<file path="src/rtl/cpu_pkg.sv">
// Shared CPU core definitions.
// Default widths, sweep FSM encoding and flat-vector slicing helper.
package cpu_pkg;

    localparam int ADDR_DEF = 5;
    localparam int SIZE_DEF = 32;

    typedef enum logic {
        IDLE  = 1'b0,
        SWEEP = 1'b1
    } sweep_st_t;

    // Low bit index of element k in a flat vector of w-bit elements.
    function automatic int slice_lo(input int k, input int w);
        return k * w;
    endfunction

endpackage

</file>
<file path="src/rtl/regfile_rd_port.sv">
// One register file read port.
// Address decode, write-to-read bypass and R0 forcing.
module regfile_rd_port
    import cpu_pkg::*;
#(
    parameter int ADDR    = ADDR_DEF,
    parameter int SIZE    = SIZE_DEF,
    parameter int ZERO_R0 = 1,
    parameter int BYPASS  = 1
) (
    input  logic [(1<<ADDR)*SIZE-1:0] i_regs,
    input  logic [ADDR-1:0]           i_addr,
    input  logic                      i_byp_en,
    input  logic                      i_w0_en,
    input  logic [ADDR-1:0]           i_w0_addr,
    input  logic [SIZE-1:0]           i_w0_data,
    input  logic                      i_w1_en,
    input  logic [ADDR-1:0]           i_w1_addr,
    input  logic [SIZE-1:0]           i_w1_data,
    output logic [SIZE-1:0]           o_data
);

    logic w_hit0;
    logic w_hit1;

    assign w_hit0 = i_w0_en && (i_w0_addr == i_addr);
    assign w_hit1 = i_w1_en && (i_w1_addr == i_addr);

    // Stored value, overridden by same-cycle write data, then R0 forcing.
    always_comb begin
        o_data = i_regs[i_addr*SIZE +: SIZE];
        if ((BYPASS != 0) && i_byp_en) begin
            if (w_hit1)
                o_data = i_w1_data;
            else if (w_hit0)
                o_data = i_w0_data;
        end
        if ((ZERO_R0 != 0) && (i_addr == '0))
            o_data = '0;
    end

endmodule

</file>
<file path="src/rtl/regfile_mp_sb.sv">
// Multi-port register file with load scoreboard.
// Two prioritised write ports and a sequenced bulk-clear engine.
module regfile_mp_sb
    import cpu_pkg::*;
#(
    parameter int ADDR    = ADDR_DEF,
    parameter int SIZE    = SIZE_DEF,
    parameter int NRD     = 2,
    parameter int ZERO_R0 = 1,
    parameter int BYPASS  = 1
) (
    input  logic                Clk,
    input  logic                Clr,
    input  logic [NRD*ADDR-1:0] R_Addr,
    output logic [NRD*SIZE-1:0] R_Data,
    output logic [NRD-1:0]      R_Pend,
    input  logic                W0_En,
    input  logic [ADDR-1:0]     W0_Addr,
    input  logic [SIZE-1:0]     W0_Data,
    input  logic                W1_En,
    input  logic [ADDR-1:0]     W1_Addr,
    input  logic [SIZE-1:0]     W1_Data,
    input  logic                Pend_Set,
    input  logic [ADDR-1:0]     Pend_Addr,
    input  logic                Sweep_Req,
    output logic                Busy
);

    localparam int NUMB = 1 << ADDR;

    logic [SIZE-1:0]      r_reg [NUMB];
    logic [NUMB-1:0]      r_pend;
    logic [ADDR-1:0]      r_cnt;
    sweep_st_t            r_state;
    sweep_st_t            w_state_nx;
    logic [NUMB*SIZE-1:0] w_regs;
    logic                 w_start;
    logic                 w_wr_ok;
    logic                 w_w0_ok;
    logic                 w_w1_ok;
    logic                 w_ps_ok;

    assign Busy    = (r_state == SWEEP);
    assign w_start = (r_state == IDLE) && Sweep_Req;
    // The request edge itself drops any write or pend-set.
    assign w_wr_ok = (r_state == IDLE) && !Sweep_Req;
    assign w_w0_ok = W0_En && !((ZERO_R0 != 0) && (W0_Addr == '0));
    assign w_w1_ok = W1_En && !((ZERO_R0 != 0) && (W1_Addr == '0));
    assign w_ps_ok = Pend_Set
                   && !((ZERO_R0 != 0) && (Pend_Addr == '0));

    // Register array: reset pattern, sweep clearing, W1-over-W0 writes.
    always_ff @(posedge Clk or posedge Clr) begin
        if (Clr) begin
            for (int i = 0; i < NUMB; i++)
                r_reg[i] <= SIZE'(i);
        end else if (r_state == SWEEP) begin
            r_reg[r_cnt] <= '0;
        end else if (w_wr_ok) begin
            if (w_w0_ok)
                r_reg[W0_Addr] <= W0_Data;
            if (w_w1_ok)
                r_reg[W1_Addr] <= W1_Data;
        end
    end

    // Scoreboard: load writeback clears, a new load issue wins.
    always_ff @(posedge Clk or posedge Clr) begin
        if (Clr) begin
            r_pend <= '0;
        end else if (w_start) begin
            r_pend <= '0;
        end else if (w_wr_ok) begin
            if (W1_En)
                r_pend[W1_Addr] <= 1'b0;
            if (w_ps_ok)
                r_pend[Pend_Addr] <= 1'b1;
        end
    end

    // Sweep state register and address counter.
    always_ff @(posedge Clk or posedge Clr) begin
        if (Clr) begin
            r_state <= IDLE;
            r_cnt   <= '0;
        end else begin
            r_state <= w_state_nx;
            if (w_start)
                r_cnt <= '0;
            else if (r_state == SWEEP)
                r_cnt <= r_cnt + 1'b1;
        end
    end

    // Next state: counter wrap ends the sweep.
    always_comb begin
        w_state_nx = r_state;
        unique case (r_state)
            IDLE:
                if (Sweep_Req)
                    w_state_nx = SWEEP;
            SWEEP:
                if (r_cnt == '1)
                    w_state_nx = IDLE;
            default:
                w_state_nx = IDLE;
        endcase
    end

    genvar g;

    generate
        for (g = 0; g < NUMB; g++) begin : g_flat
            assign w_regs[g*SIZE +: SIZE] = r_reg[g];
        end

        for (g = 0; g < NRD; g++) begin : g_rd
            logic [ADDR-1:0] w_ra;

            assign w_ra = R_Addr[slice_lo(g, ADDR) +: ADDR];
            assign R_Pend[g] = r_pend[w_ra];

            regfile_rd_port #(
                .ADDR    (ADDR),
                .SIZE    (SIZE),
                .ZERO_R0 (ZERO_R0),
                .BYPASS  (BYPASS)
            ) u_rd (
                .i_regs    (w_regs),
                .i_addr    (w_ra),
                .i_byp_en  (!Busy),
                .i_w0_en   (W0_En),
                .i_w0_addr (W0_Addr),
                .i_w0_data (W0_Data),
                .i_w1_en   (W1_En),
                .i_w1_addr (W1_Addr),
                .i_w1_data (W1_Data),
                .o_data    (R_Data[slice_lo(g, SIZE) +: SIZE])
            );
        end
    endgenerate

endmodule

</file>
<file path="config.mk">
export PLATFORM = sky130hd
export DESIGN_NAME = regfile_mp_sb
export DESIGN_NICKNAME = d
export VERILOG_FILES = /design/src/rtl/cpu_pkg.sv /design/src/rtl/regfile_rd_port.sv /design/src/rtl/regfile_mp_sb.sv
export SDC_FILE = /design/constraint.sdc
export NUM_CORES = 2
export LEC_CHECK = 0
export CAP_MARGIN = 25
export CORE_ASPECT_RATIO = 0.8
export CORE_MARGIN = 2
export CORE_UTILIZATION = 30
export DETAILED_ROUTE_END_ITERATION = 12
export PLACE_DENSITY_LB_ADDON = 0.15
export SETUP_SLACK_MARGIN = 0.4
export SYNTH_ARGS = -nofsm -noshare
export SYNTH_HDL_FRONTEND = slang
export SYNTH_SLANG_ARGS = --single-unit
</file>
<file path="constraint.sdc">
create_clock -name Clk -period 64.9 [get_ports Clk]
set_input_delay 12.98 -clock Clk [delete_from_list [all_inputs] [get_ports Clk]]
set_output_delay 12.98 -clock Clk [all_outputs]
set_load 0.01 [all_outputs]
</file>
Word-level counts from Yosys, hierarchy flattened
Index checks and enable logic that the tools add are counted.
Storage, ports and cells
  memories: 0
  bits of input ports: 95
  bits in read-only memories: 0
  bits in writable memories: 0
  register bits after elaboration: 1062
  latch bits: 0
Cells by class
  reduce and logical (&&, ||, !) cells: 26
  shift operators: 2
  magnitude comparators: 12
  add/sub/neg operators: 1
  eq/ne operators: 5
  $mul: 0
  bitwise logic cells: 9
  div/mod/pow operators: 0
  muxes and demuxes: 41
Operators by type and width (count)
  2-to-1 mux 1024 bit: 6
  bitwise mux 1024 bit: 2
  indexed part select 1024 x 11 -> 32 bit: 2
  bitwise AND 1024 bit: 1
  inverter 1024 bit: 1
  2-to-1 mux 32 bit: 17
  demux 32 bit (select 5 bit): 3
  bitwise AND 32 bit: 1
  inverter 32 bit: 1
  OR 32 bit: 1
  logical NOT 5 bit: 5
  less-than comparator 5 x 6 -> 1 bit (second input constant): 4
  equality test 5 bit: 4
  >= comparator 6 bit (second input constant): 3
  less-than comparator 6 x 1 -> 1 bit (second input constant): 3
  inverter 5 -> 6 bit: 3
  logical AND 1 bit: 14
  binary-select mux 1 bit (select 5 bit): 2
  demux 1 bit (select 5 bit): 2
  >= comparator 5 x 1 -> 1 bit (second input constant): 2
  2-to-1 mux 5 bit: 2
  2-to-1 mux 1 bit: 6
  nonzero test 2 bit: 3
  adder 5 x 1 -> 5 bit (second input constant): 1
  other kinds (4): 7

Longest topological paths before layout
  depth in word-level cells: 13
  gate-level depth with buffers: 9

Cells and area by module
A second synthesis with hierarchy kept.
Second synthesis, totals
  cells, all modules: 9662
  area, all modules: 77896.0 sq um
By module, submodules not included
  regfile_mp_sb: area an instance 58222.1 sq um, cells an instance 7196, seq. area each 26675.6 sq um, times used 1
  regfile_rd_port: area an instance 9836.9 sq um, cells an instance 1233, seq. area each 0.0 sq um, times used 2

Least setup slack after synthesis
Ideal clock, no wire load.
  kind: input-to-output
  start point: in R_Addr[1]
  end point: out R_Data[19]
  stages on the path: 7
  arrival: 14.641 ns
  data required time: 51.920 ns
  slack: 37.279 ns
  path buffers: 3
  path through: buf_2 > buf_2 > buf_2 > mux4_2 > mux2_2 > o21ai_0 > o22ai_1
On the way
  cells in the longest elaborated chain, start to end: 6
Ends and longest elaborated chain
  from (decl): RTL line regfile_mp_sb.sv:14  | input logic [NRD*ADDR-1:0] R_Addr,
  parallel branches: the longest is 5 deep, another holds indexed part select 1024 x 11 -> 32 bit
  2-to-1 mux 32 bit *: RTL line regfile_rd_port.sv:38  | if ((ZERO_R0 != 0) && (i_addr == '0))
  to (decl): RTL line regfile_mp_sb.sv:15  | output logic [NRD*SIZE-1:0] R_Data,
Mark *: on every way between the ends.

Final worst setup path
  start point: in R_Addr[6]
  end point: out R_Data[45]
The elaborated chain is that of the path after synthesis.

==> flow_summary.yaml <==
clocking:
  clk_path_buf_depth: 3
  cts_setup_buffers: 0
  cts.sink_count: 1062
  cts-buffers-inserted: 140
  cts-resized-gates: 0
  clockRootBuffer: "clkbuf_16"
  path_clk_slew_ns: 0.06
  insertion_delay_ns: 0.83
  cts_tree: "built"
  cts_hold_buf: 0
  htreeDepth: 4
timing:
  finalSetupTns_ns: 0
  holdWs_ns: 0.5001
  rsz0062_at_grt: "no"
  worst_pin_slew_ns: 1.286
  layout_min_cycle_time_ns: 31.34
  fin_skew_ns: 0.02027
  fin_ws_ns: 33.56
  fmax_mhz: 31.90
  fin_crit_sh: 0.4829
  setup_violations: 0
  slew_viol_final: 0
  hold_viol: 0
  slew_headroom: 0.1183
critical_path:
  cp_slowest_cell: "o22ai_1"
  cp.required_ns: 51.92
  critPathMostFrequentCell: "buf_4"
  regToRegSetupSlack_ns: 59.43
  cp_data_arrival_time_ns: 18.36
  path_buf_inv: 5
  r2r-start: "Busy"
  worstPathCellList: "buf_8 > buf_4 > buf_4 > or3b_4 > buf_4 > o221ai_1 > a21oi_1 > a22o_1 > o22ai_1 > clkdlybuf4s50_1"
  path_class: "input pin to output port"
  cp_max_fo: 45
  end_kind: "output port"
  worstRegToRegCells: 10
  slowest_delay_ns: 0.81
  reg2reg_to: "r_reg[665]"
  path_delay_family: "buffers and inverters"
  startpoint_type: "input pin"
routing:
  wire_per_inst_um: 37.61
  wl_mm: 419.3
  route.vias.total: 72590
  vias_per_cell: 6.510
  drc_errors: 0
  ant_nets: 0
  drtIter0Drc: 10310
  drt-pass1-iter-count: 8
hold_path:
  hp-class: "flop to flop"
  hold_depth: 2
  min_from: "r_reg[640]"
  whs_endpoint: "r_reg[640]"
yosys:
  synth_cell_types: 71
  synth-seq-cells: 1062
  ys.flop_type: "dfrtp_1"
  yosysWarnings: 0
  ys_seq_area_frac: 0.3462
  synthCells: 8012
  syn-cell-area_um2: 77060
  synthesis.nets: 8112
  synth_edf_count: 0
  avgSynthCellArea_um2: 9.618
  synthArstFlopShare: 1.000
global_routing:
  grt_start_max_net_pins: 177
  grt_pass1_wl_mm: 579.6
  grt_antenna_before_repair: 28
  grt-ovfl-total: 0
  grt_use_total: 0.3128
  grt_pass1_vias: 68270
finish:
  layout_common_cells: "1170 x mux2i_1, 981 x dfrtp_1, 853 x a22o_1"
  nFillCells: 25580
  drive_above_1_share: 0.1520
  syn2layout_area_growth_pct: 11.87
  fin_nets: 7684
  largest_register_ffs: 1024
  layout_commonest_cell: "mux2i_1"
placement:
  place_congestion: 0.9892
  io_buffers: 161
  pre_cts_ws_ns: 33.84
  hpwl_mm: 256.2
pwr:
  power_leakage_nw: 35.78
  power_density_nw_per_um2: 26.61
  vdd_drop_max_v: 0.00002857
floorplanning:
  dieArea_um2: 261000
  die_y_um: 457.3
  start_util: 0.3014
  io_pins: 162
  die_w_um: 570.6
  row_count: 166
  coreArea_um2: 255700
outcome:
  status: "finished clean"
job:
  maxCapViolations: 0
==> through the flow <==
stage | util | instances | area [um2] | power (mW)
2_1_floorplan | - | 8012 | 77060 | 1.180
4_1_cts | 0.3367 | 11140 | 86080 | 2.270
3_5_place_dp | 0.3190 | 10880 | 81570 | 1.473
6_report | 0.3372 | 11150 | 86210 | 2.294
5_1_grt | 0.3372 | 11150 | 86210 | 2.353
3_3_place_gp | 0.3179 | 10870 | 81270 | 1.461
==> final cells by class <==
cell class	count	area [um2]	area share
antenna	8	20.02	0.0002322
clock buffer	225	4195	0.04866
clock inverter	31	316.6	0.003672
inverter	86	330.3	0.003832
multi-input combinational	5832	46320	0.5373
sequential	1062	26680	0.3095
tap	3444	4309	0.04999
timing repair buffer	462	4035	0.04681
==> report_power, final <==
part	switching [mW]	internal [mW]	leakage [nW]
Clock	0.348	0.452	2.21
Sequential	0.0946	0.741	14.4
Combinational	0.431	0.227	19.1
Total	0.874	1.42	35.8
==> cell usage after synthesis (all sizes together) (3+ instances only) <==
library cell  instances  area share
or3                   6     0.00049
nor3                105      0.0071
a221oi               75      0.0085
mux2i              1170        0.15
nand3b                5     0.00049
nor2b                12      0.0010
a22o                853       0.097
and3                  8     0.00065
nand2               696       0.034
o21ai               704       0.046
mux2                 34      0.0050
a211oi               91      0.0089
buf                 398       0.027
ha                    5     0.00081
a21oi               481       0.031
nor2                533       0.027
nand4b                5     0.00096
o22a                  3     0.00034
or3b                  7     0.00080
a22oi               125       0.012
inv                  85      0.0041
xor2                  9      0.0010
clkbuf              634       0.031
dfrtp               982        0.32
nand2b                5     0.00041
o22ai               175       0.014
and2                 58      0.0047
nor3b                 5     0.00055
nand3                52      0.0034
a311o                22      0.0029
dfstp                80       0.027
nand4                 5     0.00049
and3b                 7     0.00080
xnor2                13      0.0015
or2                   7     0.00057
mux4                373        0.11
o2bb2ai              15      0.0017
a31oi                56      0.0045
o211ai               32      0.0032
a2bb2oi              22      0.0025
o31ai                 7     0.00068
o221ai               32      0.0036
==> worst register-to-register path, delay by kind of cell (launching register included) <==
kind,cells,cell delay [ns]
AOI/OAI and AO/OA,2,0.44
buffers and inverters,7,3.92
DFF,1,0.66
and+or+nand+nor,1,0.34
==> metal layers <==
| layer | wire, um | GRT usage | vias to the layer above | share of wire |
|---|---|---|---|---|
| li1 | - | - | 29400 | - |
| met1 | 172500 | 0.4235 | 37250 | 0.41 |
| met2 | 171700 | 0.4368 | 4837 | 0.41 |
| met3 | 52960 | 0.1164 | 1088 | 0.13 |
| met4 | 22040 | 0.1462 | 8 | 0.053 |
| met5 | 54 | 0 | - | 0.00013 |
==> cells by family after synthesis <==
| family | Yosys count | share of synthesized area |
|---|---|---|
| flops | 1062 | 0.3462 |
| xor+xnor | 22 | 0.002501 |
| buf+inv | 1118 | 0.06245 |
| fa+ha+maj | 5 | 0.0008119 |
| compound gates | 2705 | 0.2384 |
| simple gates | 1523 | 0.08367 |
| mux | 1577 | 0.2660 |
==> how the worst max path moves through the flow <==
stage	start	to	slack [ns]	cells past startpoint
floorplan	Clr	Busy	22.16	1
global placement	R_Addr[6]	R_Data[62]	33.85	10
detailed placement	R_Addr[6]	R_Data[62]	33.84	10
CTS	R_Addr[6]	R_Data[62]	33.82	10
global route	R_Addr[6]	R_Data[61]	33.73	9
finish	R_Addr[6]	R_Data[45]	33.56	10
Note: power is estimated with default switching activity, not from simulation.
